===== src/rtl/imm_decoder.sv =====
// Instruction immediate decoder. A prefix word may supply the upper 12 bits of
// the next immediate-form instruction. The output stage is a single registered slot.
module imm_decoder #(
    parameter logic [3:0]  PFX_OPCODE = 4'hF,
    parameter logic [15:0] ZEXT_MASK  = 16'h1800
) (
    input  logic        clk,
    input  logic        reset,
    input  logic [15:0] instr,
    input  logic        instr_valid,
    output logic        instr_ready,
    output logic [3:0]  op,
    output logic [15:0] immediate,
    output logic        im_sel,
    output logic        out_valid,
    input  logic        out_ready,
    output logic        pfx_err
);

    typedef enum logic {
        NO_PFX   = 1'b0,
        PFX_HELD = 1'b1
    } state_t;

    state_t      state_q;
    logic [11:0] pfx_q;
    logic        out_valid_q;
    logic [3:0]  op_q;
    logic [15:0] imm_q;
    logic        sel_q;
    logic        err_q;

    logic [3:0]  opc;
    logic        accept;
    logic        is_pfx;
    logic        is_imm;
    logic [15:0] short_imm;
    logic [15:0] imm_d;

    assign opc         = instr[15:12];
    assign instr_ready = !out_valid_q || out_ready;
    assign accept      = instr_valid && instr_ready;
    assign is_pfx      = (opc == PFX_OPCODE);
    // Opcodes above the prefix opcode (only possible with a non-default
    // PFX_OPCODE) fall through to register form.
    assign is_imm      = opc[3] && (opc < PFX_OPCODE);

    always_comb begin
        short_imm = ZEXT_MASK[opc] ? {8'h00, instr[7:0]} : {{8{instr[7]}}, instr[7:0]};
        imm_d     = 16'h0000;
        if (is_imm) begin
            imm_d = (state_q == PFX_HELD) ? {pfx_q, instr[3:0]} : short_imm;
        end
    end

    always_ff @(posedge clk) begin
        if (reset) begin
            state_q     <= NO_PFX;
            pfx_q       <= 12'h000;
            out_valid_q <= 1'b0;
            op_q        <= 4'h0;
            imm_q       <= 16'h0000;
            sel_q       <= 1'b0;
            err_q       <= 1'b0;
        end else begin
            err_q <= 1'b0;
            if (out_valid_q && out_ready) begin
                out_valid_q <= 1'b0;
            end
            if (accept) begin
                case (state_q)
                    NO_PFX: begin
                        if (is_pfx) begin
                            pfx_q   <= instr[11:0];
                            state_q <= PFX_HELD;
                        end else begin
                            out_valid_q <= 1'b1;
                            op_q        <= opc;
                            imm_q       <= imm_d;
                            sel_q       <= is_imm;
                        end
                    end
                    PFX_HELD: begin
                        if (is_pfx) begin
                            // A second prefix replaces the first one.
                            pfx_q <= instr[11:0];
                            err_q <= 1'b1;
                        end else begin
                            out_valid_q <= 1'b1;
                            op_q        <= opc;
                            imm_q       <= imm_d;
                            sel_q       <= is_imm;
                            err_q       <= !is_imm;
                            state_q     <= NO_PFX;
                        end
                    end
                    default: state_q <= NO_PFX;
                endcase
            end
        end
    end

    assign out_valid = out_valid_q;
    assign op        = op_q;
    assign immediate = imm_q;
    assign im_sel    = sel_q;
    assign pfx_err   = err_q;

endmodule


===== config.mk =====
export PLATFORM = sky130hd
export DESIGN_NAME = imm_decoder
export DESIGN_NICKNAME = d
export VERILOG_FILES = /design/src/rtl/imm_decoder.sv
export SDC_FILE = /design/constraint.sdc
export NUM_CORES = 1
export LEC_CHECK = 0
export CORE_ASPECT_RATIO = 0.5
export CORE_MARGIN = 2
export CORE_UTILIZATION = 50
export CTS_CLUSTER_DIAMETER = 100
export DETAILED_ROUTE_END_ITERATION = 8
export PLACE_DENSITY = 0.89
export RECOVER_POWER = 25
export REMOVE_ABC_BUFFERS = 1
export SLEW_MARGIN = 20
export SYNTH_ARGS = -nofsm -noshare
export SYNTH_HDL_FRONTEND = slang
export SYNTH_SLANG_ARGS = --single-unit

===== constraint.sdc =====
create_clock -name clk -period 2.95 [get_ports clk]
set_clock_uncertainty 0.2 [all_clocks]
set_input_delay 0.885 -clock clk [delete_from_list [all_inputs] [get_ports clk]]
set_output_delay 0.885 -clock clk [all_outputs]
set_load 0.01 [all_outputs]

==> results.tsv <==
metric	value	unit
cpLargestDelayFamily	buffers and inverters	
fin_crit	2.885	ns
viasPerCell	5.746	
cts_sinks	36	
final_layout_size_suffix_gt1_share	9.184	%
cts_max_level	2	
status	complete, no violations	
worstPathCellList	clkdlybuf4s50_1 > nor2b_4 > inv_4 > dlygate4sd2_1	
seq_area_frac_synth	46.45	%
slowest_stage	clkdlybuf4s50_1	
worst-r2r-cell-count	5	
antenna_found_initial	0	
chipHeight	43.39	um
timing.rr.end	immediate[10]	
core_area	0.002978	mm^2
rr_startpoint	out_valid	
cts-buffers-inserted	5	
max-cap-violations	0	
vias	1356	
clock_path_buffers	2	
nets	215	
grt_pass1_wl	6051	um
report.final.setup_viol	0	
async_flop_share	0	%
cts_hold_buffers	0	
whs_path_depth	1	
synthFlopType	dfxtp_1	
finalPower	1.037	mW
drtIter0Drc	135	
start_kind	input port	
synth_top_area_cell	dfxtp_1	
synth_seq_cells	36	
ctsRootBufferMaster	clkbuf_8	
cts_tree	done	
ctsResizeCount	1	
worstPathRequired	1.87	ns
grt.total_usage	22.75	%
hp-class	flip-flop to flip-flop	
ir_worst_vdd	0.3118	mV
first_pass_iters	4	
setup.reg_to_reg.worst_slack	1.20	ns
synth-edff-count	0	
num_io_pins	44	
finalWirelength	3795	um
die_w	82.78	um
die_area	0.003592	mm^2
ys_types	27	
numPlacedInstances	228	
power_density	502.9	mW/mm^2
ys_warn_count	0	
hold_end	op[3]	
synthToLayoutAreaGrowth	32.90	%
drtAntennaViolNets	0	
max-slew-margin-rel	61.53	%
drc	0	
fin_util	69.24	%
maxSlewViolCount	0	
clock_latency	0.30	ns
grt_pass1_vias	1262	
post-synth-top-count-cell	dfxtp_1	
synth_top_area_share	46.45	%
dpl-instance-area	0.001979	mm^2
critical_path_buf_inv_count	3	
timing_worst_setup_path_type	input port to primary output	
cts.clk_slew.worst_paths	0.07	ns
grt_max_degree	22	
gp_routability_congestion	0.7580	
fin_cells	236	
overflow	0	
finalHoldViolations	0	
start_util	52.10	%
place_ws	-0.1530	ns
n_fill_cell	237	
numPortBuffers	43	
synthTopCellsByArea	dfxtp_1 (46%), o31ai_1 (6.8%), nand4_1 (5.6%)	
final_cell_area	0.002062	mm^2
rsz0062_at_grt	false	
crit_path_max_incr_delay	0.44	ns
fmax	346.6	MHz
worst_slack	0.06521	ns
synth_common_cells	dfxtp_1 (36), a21oi_1 (17), nand4_1 (14), o31ai_1 (14)	
postSynthAreaPerCell	10.01	um^2
worst_pin_slew	0.5763	ns
cp-end-kind	primary output	
leakagePower	0.7399	nW
post_cts_buffers	0	
whs	0.2501	ns
fin_crit_sh	97.79	%
synth_area	0.001551	mm^2
num_rows	14	
path_depth	4	
hold_start	op[3]	
n_antenna_cell	0	
setup_tns	0	ns
critPathArrivalTime	1.80	ns
critPathMaxFanout	2	
dp_hpwl	2546	um
wl_per_cell	16.08	um
syn_inst	155	
[worst max path at each step]
stage	start	endpoint	slack (ns)
final	out_ready	instr_ready	0.07
after global routing	out_ready	instr_ready	0.05
after CTS	out_ready	instr_ready	0.06
after detailed placement	out_ready	instr_ready	-0.15
after global placement	out_ready	instr_ready	-0.15
after floorplan	out_ready	instr_ready	0.54
[kinds of logic (layout without fill, tap and decap cells)]
group                  count (synthesis)  after routing  share of synthesized area (%)
and+or+nand+nor                       35             35                          15.64
buffers and inverters                 27             68                          9.355
DFF                                   36             36                          46.45
AOI/OAI and AO/OA                     53             53                          25.97
muxes                                  4              4                          2.581
[cell usage in the layout (no fill, tap or decap), types with 4 or more instances in the layout]
cell / instances
a21oi_1: 17
a22o_1: 4
buf_4: 6
clkbuf_8: 6
clkdlybuf4s50_1: 29
dfxtp_1: 36
dlygate4sd3_1: 13
inv_1: 9
mux2i_1: 4
nand4_1: 15
nor2b_1: 9
o2bb2ai_1: 4
o31ai_1: 14
o32ai_1: 8
[state kept, by name, indices dropped and copies added (netlist names)]
signal     cells
pfx_err        1
state_q        1
out_valid      1
pfx_q         12
im_sel         1
immediate     16
op             4
[metal layers]
metal  up-vias  part of all wire [%]  track usage (%)
met1       652                    44            29.16
met4         0                   1.2            6.557
li1        666                     -                -
met2        33                    51            37.74
met5         -                     0                0
met3         5                   4.4            6.875
[power by group]
part	switching (mW)	internal, mW
clock network	0.184	0.190
logic	0.0722	0.0749
registers	0.0122	0.504
total	0.268	0.768
[layout make-up]
class / instances / area, um^2 / area share [%]
multi-input combinational: 92 / 679.4 / 32.95
clock buffer: 7 / 86.33 / 4.187
tap: 40 / 50.05 / 2.427
clock inverter: 1 / 7.507 / 0.3641
timing repair buffer: 50 / 478.0 / 23.18
sequential: 36 / 720.7 / 34.95
inverter: 10 / 40.04 / 1.942
(Power assumes the default switching activity.)
